## src/rtl/rows_writer.sv

```systemverilog
// rows_writer: latches a result matrix and writes it row-major, one element per cycle, into RAM
module rows_writer #(
    parameter int N_ROWS     = 3,
    parameter int N_COLUMNS  = 3,
    parameter int WIDTH      = 8,
    parameter int ADDR_WIDTH = 8
) (
    input  logic                                           clk,
    input  logic                                           rst,
    input  logic                                           start_write,
    input  logic [ADDR_WIDTH-1:0]                          base_addr,
    input  logic [N_ROWS-1:0][N_COLUMNS-1:0][WIDTH-1:0]    matrix_in,
    input  logic                                           stall,
    output logic                                           write_enable,
    output logic [ADDR_WIDTH-1:0]                          addr,
    output logic [WIDTH-1:0]                               data_out,
    output logic                                           busy,
    output logic                                           finish_write
);
    localparam int TOTAL = N_ROWS * N_COLUMNS;
    localparam int MW    = TOTAL * WIDTH;
    localparam int IW    = $clog2(TOTAL + 1);
    localparam logic [IW-1:0] LAST = IW'(TOTAL);

    typedef enum logic [1:0] {IDLE, WRITE, DONE} state_t;

    state_t                r_state, w_state;
    logic [MW-1:0]         r_matrix, w_matrix;
    logic [ADDR_WIDTH-1:0] r_base, w_base;
    logic [IW-1:0]         r_idx, w_idx;
    logic                  r_we, w_we;
    logic [ADDR_WIDTH-1:0] r_addr, w_addr;
    logic [WIDTH-1:0]      r_data, w_data;
    logic                  r_busy, w_busy;
    logic                  r_fin, w_fin;

    // Element [r][c] of the packed matrix sits at flat offset (r*N_COLUMNS+c)*WIDTH,
    // so the row-major index selects it directly without a divide.
    // Next-state and next-output computation for every register
    always_comb begin
        w_state  = r_state;
        w_matrix = r_matrix;
        w_base   = r_base;
        w_idx    = r_idx;
        w_we     = 1'b0;
        w_addr   = r_addr;
        w_data   = r_data;
        w_busy   = r_busy;
        w_fin    = 1'b0;
        case (r_state)
            IDLE: begin
                if (start_write) begin
                    w_matrix = matrix_in;
                    w_base   = base_addr;
                    w_idx    = '0;
                    w_busy   = 1'b1;
                    w_state  = WRITE;
                end
            end
            WRITE: begin
                if (r_idx == LAST) begin
                    w_fin   = 1'b1;
                    w_state = DONE;
                end else if (!stall) begin
                    w_we   = 1'b1;
                    w_addr = r_base + ADDR_WIDTH'(r_idx);
                    w_data = r_matrix[r_idx*WIDTH +: WIDTH];
                    w_idx  = r_idx + 1'b1;
                end
            end
            DONE: begin
                w_busy  = 1'b0;
                w_state = IDLE;
            end
            default: w_state = IDLE;
        endcase
    end

    // State and output registers, cleared asynchronously so a transfer stops at once
    always_ff @(posedge clk or negedge rst) begin
        if (!rst) begin
            r_state  <= IDLE;
            r_matrix <= '0;
            r_base   <= '0;
            r_idx    <= '0;
            r_we     <= 1'b0;
            r_addr   <= '0;
            r_data   <= '0;
            r_busy   <= 1'b0;
            r_fin    <= 1'b0;
        end else begin
            r_state  <= w_state;
            r_matrix <= w_matrix;
            r_base   <= w_base;
            r_idx    <= w_idx;
            r_we     <= w_we;
            r_addr   <= w_addr;
            r_data   <= w_data;
            r_busy   <= w_busy;
            r_fin    <= w_fin;
        end
    end

    assign write_enable = r_we;
    assign addr         = r_addr;
    assign data_out     = r_data;
    assign busy         = r_busy;
    assign finish_write = r_fin;
endmodule

```

## config.mk

```make
export PLATFORM = sky130hd
export DESIGN_NAME = rows_writer
export DESIGN_NICKNAME = d
export VERILOG_FILES = /design/src/rtl/rows_writer.sv
export SDC_FILE = /design/constraint.sdc
export NUM_CORES = 1
export LEC_CHECK = 0
export BUFFER_PORTS_ARGS = -buffer_cell sky130_fd_sc_hd__buf_2
export CORE_UTILIZATION = 50
export DETAILED_ROUTE_END_ITERATION = 8
export GPL_ROUTABILITY_DRIVEN = 0
export PLACE_DENSITY = 0.75
export SLEW_MARGIN = 20
export SYNTH_ARGS = -nofsm -noshare
export SYNTH_HDL_FRONTEND = slang
export SYNTH_SLANG_ARGS = --single-unit
```

## constraint.sdc

```tcl
create_clock -name clk -period 5.5 [get_ports clk]
set_input_delay 0.55 -clock clk [delete_from_list [all_inputs] [get_ports clk]]
set_output_delay 0.55 -clock clk [all_outputs]
set_load 0.1 [all_outputs]
```

# After elaboration in Yosys (flattened, before gate mapping)

Index checks and enable logic that the tools add are counted.

$add $sub $neg: 2
Equality and inequality tests: 7
Shift-type cells: 1
Multiplexer cells: 14
Bitwise logic cells: 2
Reduce and logical (&&, ||, !) cells: 8

Operators with widths:

| kind                | count |
|---|---|
| $shiftx 72x8->8     | 1 |
| $mux 4              | 3 |
| $add 8x4->8         | 1 |
| $ne 2x2->1 const B  | 4 |
| $pmux 4 s2          | 1 |
| $mux 1              | 6 |
| $reduce_and 2->1    | 3 |
| $add 4x1->4 const B | 1 |
| $eq 4x4->1 const B  | 1 |
| $mux 2              | 2 |
| $pmux 2 s2          | 1 |
| $reduce_and 4->1    | 1 |
| $reduce_bool 2->1   | 2 |
| $reduce_and 3->1    | 1 |
| $eq 2x1->1 const B  | 1 |
| $eq 2x2->1 const B  | 1 |
| $logic_not 2->1     | 1 |
| $not 1->1           | 2 |
| $pmux 1 s2          | 1 |

Register bits: 105
Input bits: 84
Output and inout port bits: 19

# Logic depth before layout (Yosys ltp)

Gate-level depths: netlist of the first run.

Depth in word-level cells: 4
Gate-level depth with buffers: 9

# Least setup slack after synthesis of the first run

Ideal clock, no wire load.

Kind: reg-to-reg
From: register r_idx[1]
To: register r_addr[4], in the netlist addr[4]
Library setup time: 0.069 ns
Data arrival time: 1.927 ns
Required time: 5.431 ns
Setup slack: 3.504 ns
Cell stages (with the launch flop): 10
Buffers on the path: 3
Cell sequence: dfrtp_1 -> buf_2 -> inv_1 -> ha_1 -> and3b_1 -> clkbuf_1 -> or2_4 -> buf_6 -> a211o_1 -> nand3_1

Cells in the longest elaborated chain, start to end: 3

Ends and longest elaborated chain:

| item                                                | RTL line | text |
|---|---|---|
| from (decl)                                         | 30       | `logic [IW-1:0] r_idx, w_idx;` |
| from (signal assigned)                              | 95       | `r_idx <= w_idx;` |
| branches (longest 3 deep; another with $add 8x4->8) | -        |  |
| to (signal assigned)                                | 97       | `r_addr <= w_addr;` |
| to (decl)                                           | 32       | `logic [ADDR_WIDTH-1:0] r_addr, w_addr;` |

Parallel ways; which one is timed is not known.
A chain may end at the register's enable or synchronous reset.

# Worst setup path after layout of the first run

From: register r_idx[0]
To: register r_addr[4], in the netlist addr[4]

The elaborated chain is that of the path after synthesis.

==> qor.yml, run 1 <==
outcome:
  outcome: "finished, final reports clean"
layout:
  postLayoutCoreUtil_pct: 60.1
  drive_above_1_share_pct: 49.8
  final_common_cell: "dfrtp_1"
  antenna-diode-count: 0
  nets: 524
  areaGrowthSynthToFinish_pct: 16.8
  mostFrequentLayoutCells: "dfrtp_1, buf_2, mux2_2, nand2_1, o21ai_0"
  final_area_um2: 5530
power_and_ir_drop:
  power.share.clock_pct: 12.8
  powerDensity_nw_per_um2: 651
  p_sw_mw: 1.51
  p_leak_nw: 2.56
  p_comb_share_pct: 47.9
  ir_drop_mv: 0.288
  switching_share_pct: 42.0
  p_int_mw: 2.09
  p_seq_share_pct: 39.3
  totalPowerFinal_mw: 3.60
global_routing:
  grt_pass1_wl_um: 15500
  overflow: 0
  grt_max_degree: 85
  antenna_found_initial: 0
  first_global_vias: 3120
  grt_usage_pct: 20.5
die:
  die_x_um: 99.3
  rows: 35
  pin_count: 103
  die_height_um: 99.3
  die-area_um2: 9850
  core-area_um2: 9200
  initial_utilization_pct: 51.4
synth:
  synthArstFlopShare_pct: 100
  syn_avg_cell_area_um2: 14.0
  yosys_warnings: 0
  ys.flop_type: "dfrtp_1"
  synth_area_um2: 4730
  syn-num-nets: 428
  postSynthCellCount: 337
  synth_top_area_share_pct: 55.5
  synth_edf_count: 0
  synth_area_leaders: "dfrtp_1, mux2_2, mux4_2"
  synth_top_area_cell: "dfrtp_1"
  yosysSeqAreaShare_pct: 55.5
  ys_types: 38
  ys_ff_latch: 105
placement:
  dpl-instance-area_um2: 5310
  hpwl_um: 6580
  pre_cts_slack_ns: 3.20
  portBuffers: 102
flow_run:
  maxCapViolations: 0
timing:
  slew_viol_final: 0
  final-hold-violation-count: 0
  finalCritPeriodShare_pct: 41.9
  clock_skew_ns: 0.00864
  period_needed_ns: 2.30
  fmax_ghz: 0.434
  slew_headroom_pct: 30.8
  finalWorstSetupSlack_ns: 3.20
  setup_viol: 0
  tightest_slew_ns: 1.04
  rsz0062_at_grt: "false"
  setup_tns_ns: 0
critical_path:
  worstPathArrival_ns: 2.61
  critPathLaunchType: "flop"
  worst_ep_required_time_ns: 5.80
  crit_type: "reg -> reg"
  cp-end-kind: "flop"
  critPathMaxFanout: 15
  reg2reg_depth: 7
drt:
  routed_wl_um: 9350
  ant_nets: 0
  drt_iter0_drc: 70
  avgRoutedWirePerCell_um: 17.0
  dr.pass1.iters: 6
  route.detailed.drc: 0
  vias: 3022
  via_per_inst: 5.50
clock_network:
  cts_made_buffers: 9
  cts-root-buf: "clkbuf_8"
  h-tree-depth: 3
  clkLatencyLatePin_ns: 0.37
  post_cts_buffers: 0
  path_clk_slew_ns: 0.10
  clockBufferDepth: 2
  ctsResizeCount: 0
  cts_tree: "built"
  postCtsHoldBufs: 0
  clkSinkCount: 105
worst_hold_path:
  hold_class: "in -> async"
[cell type report]
class	count	area, µm²
multi-input cells	203	1980
well taps	111	139
inverters	9	33.8
fillers	780	3670
clock buffers	9	124
repair buffers	105	556
flip-flops and latches	105	2630
clock inverters	7	67.6
[power by group through the flow]
stage | combinational (mW) | clock (mW) | sequential [mW]
3_5_place_dp | 1.72 | 0 | 1.43
2_1_floorplan | 1.03 | 0 | 1.75
6_report | 1.72 | 0.462 | 1.41
3_3_place_gp | 1.67 | 0 | 1.41
4_1_cts | 1.73 | 0.479 | 1.41
5_1_grt | 1.86 | 0.507 | 1.47
[path summary, 6_finish.rpt]
| path | start | to | slack [ns] |
|---|---|---|---|
| worst max-delay path | r_idx[0] | addr[4] | 3.20 |
| worst min-delay path | rst | r_base[6] | 0.19 |
| min in group clk | base_addr[5] | r_base[5] | 0.38 |
| worst min register to register | addr[1] | addr[1] | 0.48 |
| max in group asynchronous | rst | r_matrix[27] | 4.18 |
| worst max register to register | r_idx[0] | addr[4] | 3.20 |
[sequential cells by signal, summed over array words and instances (netlist names)]
name / flops
addr: 8
r_state: 2
r_idx: 4
r_matrix: 72
write_enable: 1
data_out: 8
r_base: 8
busy: 1
finish_write: 1
[logic make-up (layout without fill, tap and decap cells)]
logic type / count (synthesis) / in the layout / share of synthesized area, %
multiplexers: 104 / 104 / 28.3
adder cells (fa/ha/maj): 7 / 7 / 2.01
XOR/XNOR: 2 / 2 / 0.370
flip-flops: 105 / 105 / 55.5
buffers and inverters: 29 / 130 / 2.75
AND/OR/NAND/NOR: 44 / 44 / 4.87
AO/OA/AOI/OAI: 46 / 46 / 6.16
[layer usage]
| layer | GRT usage, % | wire, µm | vias up |
|---|---|---|---|
| met5 | 0 | 0 | - |
| met2 | 33.4 | 4560 | 81 |
| met1 | 27.2 | 4220 | 1516 |
| met4 | 4.64 | 59 | 0 |
| met3 | 6.47 | 508 | 6 |
| li1 | - | - | 1419 |
[critical path, stage by stage (launching register included)]
cell	delay, ns
dfrtp_1	0.77
ha_1	0.32
inv_1	0.07
fa_1	0.40
nor2b_1	0.18
o21ai_0	0.13
a211o_1	0.32
nand3_1	0.08
[through the flow]
stage                     hold WS [ns]  std cells
after CTS                        0.201        548
final                            0.186        549
after global routing             0.213        549
after global placement           0.459        532
after floorplan                  0.254        337
after detailed placement         0.466        532
[cells in the mapped netlist, drive strengths merged, types with 2 or more instances]
| master | count |
|---|---|
| dfrtp | 105 |
| mux2 | 78 |
| nand2 | 24 |
| o21ai | 24 |
| mux4 | 16 |
| buf | 12 |
| mux2i | 10 |
| inv | 9 |
| a2bb2oi | 8 |
| clkbuf | 8 |
| ha | 6 |
| a21oi | 4 |
| and3 | 3 |
| nand3 | 3 |
| a211oi | 2 |
| nor4b | 2 |
| o21a | 2 |
| or3 | 2 |
| xor2 | 2 |
(Power assumes the default switching activity.)
==> run 2, diff against run 1 <==
clock period = 2.4 ns   (was 5.5 ns; I/O delays follow)
==> qor.yml, run 2 (synthesis results as in run 1) <==
timing:
  tightest_slew_ns: 0.843  # was 1.04 ns
  rsz0062_at_grt: "false"  # unchanged
  final-hold-violation-count: 0  # unchanged
  period_needed_ns: 2.00  # was 2.30 ns
  fmax_ghz: 0.501  # was 0.434 GHz
  setup_viol: 0  # unchanged
  slew_headroom_pct: 43.8  # was 30.8%
  finalWorstSetupSlack_ns: 0.403  # was 3.20 ns
  finalCritPeriodShare_pct: 83.2  # was 41.9%
  slew_viol_final: 0  # unchanged
  setup_tns_ns: 0  # unchanged
  hold_ws_ns: 0.0856  # was 0.186 ns
  clock_skew_ns: 0.0130  # was 0.00864 ns
power_and_ir_drop:
  totalPowerFinal_mw: 8.29  # was 3.60 mW
  p_int_mw: 4.84  # was 2.09 mW
  p_leak_nw: 2.59  # was 2.56 nW
  p_sw_mw: 3.45  # was 1.51 mW
  switching_share_pct: 41.6  # was 42.0%
  p_seq_share_pct: 38.8  # was 39.3%
  p_comb_share_pct: 48.5  # was 47.9%
  powerDensity_nw_per_um2: 1480  # was 651 nW/µm²
  power.share.clock_pct: 12.7  # was 12.8%
  ir_drop_mv: 0.607  # was 0.288 mV
clock_network:
  postCtsHoldBufs: 1  # was 0
  cts-root-buf: "clkbuf_8"  # unchanged
  h-tree-depth: 3  # unchanged
  clkLatencyLatePin_ns: 0.37  # about the same
  path_clk_slew_ns: 0.11  # was 0.10 ns
  clockBufferDepth: 2  # unchanged
  ctsResizeCount: 0  # unchanged
  cts_made_buffers: 9  # unchanged
  cts_tree: "built"  # unchanged
  post_cts_buffers: 0  # unchanged
  clkSinkCount: 105  # unchanged
layout:
  drive_above_1_share_pct: 50.2  # was 49.8%
  nets: 530  # was 524
  postLayoutCoreUtil_pct: 60.9  # was 60.1%
  largest_register_ffs: 72  # unchanged
  areaGrowthSynthToFinish_pct: 18.3  # was 16.8%
  final_cells: 555  # was 549
  regArea_um2: 2630  # unchanged
  mostFrequentLayoutCells: "dfrtp_1, buf_2, mux2_2, nand2_1, o21ai_0"  # unchanged
  multi_input_area_um2: 1980  # unchanged
  num-fill-cells: 754  # was 780
  final_common_cell: "dfrtp_1"  # unchanged
  final_area_um2: 5600  # was 5530 µm²
  antenna-diode-count: 0  # unchanged
  top_register: "r_matrix"  # unchanged
drt:
  route.detailed.drc: 0  # unchanged
  avgRoutedWirePerCell_um: 16.9  # was 17.0 µm
  ant_nets: 0  # unchanged
  via_per_inst: 5.53  # was 5.50
  routed_wl_um: 9370  # was 9350 µm
  dr.pass1.iters: 4  # was 6
  vias: 3070  # was 3022
  drt_iter0_drc: 108  # was 70
placement:
  pre_cts_slack_ns: 0.441  # was 3.20 ns
  dp_cells: 538  # was 532
  hpwl_um: 7020  # was 6580 µm
  dpl-instance-area_um2: 5390  # was 5310 µm²
  portBuffers: 102  # unchanged
critical_path:
  r2r-start: "r_idx[0]"  # unchanged
  critPathMaxFanout: 7  # was 15
  cp-startpoint: "r_idx[0]"  # unchanged
  critPathLaunchType: "flop"  # unchanged
  worst_ep_required_time_ns: 2.70  # was 5.80 ns
  crit_type: "reg -> reg"  # unchanged
  cp-end-kind: "flop"  # unchanged
  worstPathArrival_ns: 2.29  # was 2.61 ns
global_routing:
  first_global_vias: 3149  # was 3120
  overflow: 0  # unchanged
  grt_usage_pct: 21.0  # was 20.5%
  grt_pass1_wl_um: 15700  # was 15500 µm
  antenna_found_initial: 0  # unchanged
  grt_max_degree: 68  # was 85
die:
  die-area_um2: 9850  # unchanged
  die_height_um: 99.3  # unchanged
  die_x_um: 99.3  # unchanged
  rows: 35  # unchanged
  core-area_um2: 9200  # unchanged
  initial_utilization_pct: 51.4  # unchanged
  pin_count: 103  # unchanged
flow_run:
  maxCapViolations: 0  # unchanged
worst_hold_path:
  hold_class: "in -> reg"  # was in -> async
  min_from: "base_addr[5]"
outcome:
  outcome: "finished, final reports clean"  # unchanged
## run 2: worst max-delay path: stages, from the launching register on
cell and delay [ns]:
dfrtp_1 0.54, ha_1 0.26, inv_1 0.06, fa_1 0.40, nor2b_1 0.17, o21ai_0 0.12, a211o_1 0.31, nand3_1 0.07
## run 2: cell type report
cell class                      instances  area share, %
Sequential cell                       105           46.9
Clock buffer                           10           2.46
Inverter                                9          0.604
Timing Repair Buffer                  111           11.1
Multi-Input combinational cell        203           35.3
Clock inverter                          6           1.07
Tap cell                              111           2.48
## run 2: path summary, 6_finish.rpt
path	slack, ns	endpoint	cells after the start
worst max-delay path	0.40	addr[4]	7
worst max register to register	0.40	addr[4]	7
min in group asynchronous	0.51	r_base[2]	2
worst min-delay path	0.09	r_base[5]	3
max in group asynchronous	1.22	r_matrix[63]	3
worst min register to register	0.48	r_state[0]	1
## run 2: layer usage
metal,part of all wire (%),vias up,track usage (%)
met5,0,-,0
met4,0.83,0,5.20
met3,4.4,6,5.62
met2,48,84,33.7
met1,47,1548,28.7
li1,-,1432,-
## run 2: power by group through the flow
stage	Clock (mW)	Sequential [mW]	Combinational (mW)
after floorplan	0	4.01	2.37
after global placement	0	3.21	3.95
after detailed placement	0	3.26	4.05
after CTS	1.09	3.22	4.05
after global routing	1.15	3.33	4.33
final	1.05	3.21	4.02
==> run 3, diff against run 2 <==
clock period = 1.9 ns   (was 2.4 ns; I/O delays follow)
==> qor.yml, run 3 (synthesis results as in run 1) <==
outcome:
  outcome: "finished, final reports clean"  # unchanged
critical_path:
  worstPathArrival_ns: 2.13  # was 2.29 ns
  critPathMaxFanout: 4  # was 7
  crit_end: "addr[4]"  # unchanged
  critPathLaunchType: "flop"  # unchanged
  r2r-start: "r_idx[0]"  # unchanged
  crit_type: "reg -> reg"  # unchanged
  path_cells: "ha_2, inv_1, fa_1, nor2b_1, o21ai_0, a211o_1, nand3_1"  # was ha_1, inv_1, fa_1, nor2b_1, o21ai_0, a211o_1, nand3_1
  slowest_delay_ns: 0.41  # was 0.54 ns
  cp-end-kind: "flop"  # unchanged
  slowest_stage: "dfrtp_1"  # unchanged
  reg2reg_depth: 7  # unchanged
  r2r_end: "addr[4]"  # unchanged
  worst_ep_required_time_ns: 2.21  # was 2.70 ns
  r2r_slack_ns: 0.08  # was 0.40 ns
  cp-startpoint: "r_idx[0]"  # unchanged
placement:
  hpwl_um: 7240  # was 7020 µm
  pre_cts_slack_ns: 0.0803  # was 0.441 ns
  portBuffers: 102  # unchanged
timing:
  slew_viol_final: 0  # unchanged
  final-hold-violation-count: 0  # unchanged
  fmax_ghz: 0.549  # was 0.501 GHz
  finalWorstSetupSlack_ns: 0.0779  # was 0.403 ns
  clock_skew_ns: 0.0157  # was 0.0130 ns
  rsz0062_at_grt: "false"  # unchanged
  finalCritPeriodShare_pct: 95.9  # was 83.2%
  tightest_slew_ns: 0.494  # was 0.843 ns
  setup_viol: 0  # unchanged
  period_needed_ns: 1.82  # was 2.00 ns
  setup_tns_ns: 0  # unchanged
  slew_headroom_pct: 67.3  # was 43.8%
drt:
  avgRoutedWirePerCell_um: 17.0  # was 16.9 µm
  via_per_inst: 5.49  # was 5.53
  dr.pass1.iters: 4  # unchanged
  drt_iter0_drc: 106  # was 108
  route.detailed.drc: 0  # unchanged
  routed_wl_um: 9650  # was 9370 µm
  vias: 3108  # was 3070
  ant_nets: 0  # unchanged
layout:
  num-fill-cells: 712  # was 754
  drive_above_1_share_pct: 51.6  # was 50.2%
  top_register: "r_matrix"  # unchanged
  final_common_cell: "dfrtp_1"  # unchanged
  postLayoutCoreUtil_pct: 61.8  # was 60.9%
  areaGrowthSynthToFinish_pct: 20.1  # was 18.3%
  mostFrequentLayoutCells: "dfrtp_1, buf_2, mux2_2, nand2_1, o21ai_0"  # unchanged
  antenna-diode-count: 0  # unchanged
  largest_register_ffs: 72  # unchanged
  nets: 541  # was 530
power_and_ir_drop:
  p_int_mw: 6.21  # was 4.84 mW
  ir_drop_mv: 0.918  # was 0.607 mV
  switching_share_pct: 41.7  # was 41.6%
  powerDensity_nw_per_um2: 1870  # was 1480 nW/µm²
  p_seq_share_pct: 37.9  # was 38.8%
  p_leak_nw: 2.65  # was 2.59 nW
  p_sw_mw: 4.44  # was 3.45 mW
  power.share.clock_pct: 12.7  # about the same
  p_comb_share_pct: 49.4  # was 48.5%
die:
  die_height_um: 99.3  # unchanged
  pin_count: 103  # unchanged
  initial_utilization_pct: 51.4  # unchanged
  die-area_um2: 9850  # unchanged
  die_x_um: 99.3  # unchanged
  rows: 35  # unchanged
  core-area_um2: 9200  # unchanged
global_routing:
  overflow: 0  # unchanged
  first_global_vias: 3133  # was 3149
  antenna_found_initial: 0  # unchanged
  grt_pass1_wl_um: 15900  # was 15700 µm
  grt_max_degree: 39  # was 68
  grt_usage_pct: 21.0  # about the same
clock_network:
  h-tree-depth: 3  # unchanged
  path_clk_slew_ns: 0.11  # about the same
  clkLatencyLatePin_ns: 0.37  # about the same
  cts-root-buf: "clkbuf_8"  # unchanged
  cts_tree: "built"  # unchanged
  cts_made_buffers: 9  # unchanged
  clkSinkCount: 105  # unchanged
  clockBufferDepth: 2  # unchanged
worst_hold_path:
  hold_class: "in -> reg"  # unchanged
flow_run:
  maxCapViolations: 0  # unchanged
-- run 3: cell types whose count changed in the layout (fill, tap and decap cells not counted), sizes merged --
cell	delta
buf	+11
inv	+3
clkbuf	-1
clkinvlp	-2
-- run 3: worst max-delay path: cells and delay by family (launching register included) --
kind,cells,cell delay [ns]
simple gates,2,0.25
flops,1,0.41
fa+ha+maj,2,0.61
buf+inv,1,0.05
compound gates,2,0.44
-- run 3: area by class of cell --
class	count	area [µm²]	area share, %
clock buffers	9	124	2.18
clock inverters	7	68.8	1.21
inverters	9	33.8	0.595
multi-input cells	203	1980	34.9
flip-flops and latches	105	2630	46.3
well taps	111	139	2.44
repair buffers	122	707	12.4
-- run 3: worst min-delay path by stage --
| stage | start | endpoint | slack (ns) | cells past startpoint |
|---|---|---|---|---|
| 4_1_cts | base_addr[5] | r_base[5] | 0.02 | 3 |
| 3_5_place_dp | rst | addr[3] | 0.12 | 1 |
| 6_report | base_addr[5] | r_base[5] | 0.03 | 3 |
| 2_1_floorplan | rst | addr[0] | -0.11 | 0 |
| 5_1_grt | matrix_in[17] | r_matrix[17] | 0.03 | 2 |
| 3_3_place_gp | rst | addr[6] | 0.11 | 1 |
-- run 3: power by group through the flow --
| stage | combinational [mW] | clock (mW) | sequential [mW] |
|---|---|---|---|
| 4_1_cts | 5.25 | 1.38 | 4.03 |
| 3_5_place_dp | 5.22 | 0 | 4.07 |
| 2_1_floorplan | 3.00 | 0 | 5.06 |
| 3_3_place_gp | 5.09 | 0 | 4.01 |
| 5_1_grt | 5.66 | 1.46 | 4.16 |
| 6_report | 5.25 | 1.35 | 4.04 |
-- run 3: repair_timing --
item                                    4_1_cts  5_1_grt
endpoints found under the setup margin        0        6
gates resized for setup                       0        3
hold buffers                                  1        0
buffers inserted                              0        2
hold endpoints to repair                     22        0
-- run 3: stage by stage --
stage	hold WS, ns	std cells	cell area [µm²]	power [mW]
2_1_floorplan	-0.106	337	4740	8.06
3_3_place_gp	0.113	547	5460	9.10
3_5_place_dp	0.116	547	5460	9.29
4_1_cts	0.0165	564	5660	10.7
5_1_grt	0.0299	566	5680	11.3
6_report	0.0266	566	5680	10.6
-- run 3: per-layer routing --
| metal | GRT usage [%] | vias up | wire length (µm) |
|---|---|---|---|
| met5 | 0 | - | 0 |
| met4 | 7.13 | 0 | 125 |
| met3 | 2.74 | 10 | 285 |
| met2 | 32.9 | 71 | 4530 |
| met1 | 30.7 | 1574 | 4710 |
| li1 | - | 1453 | - |
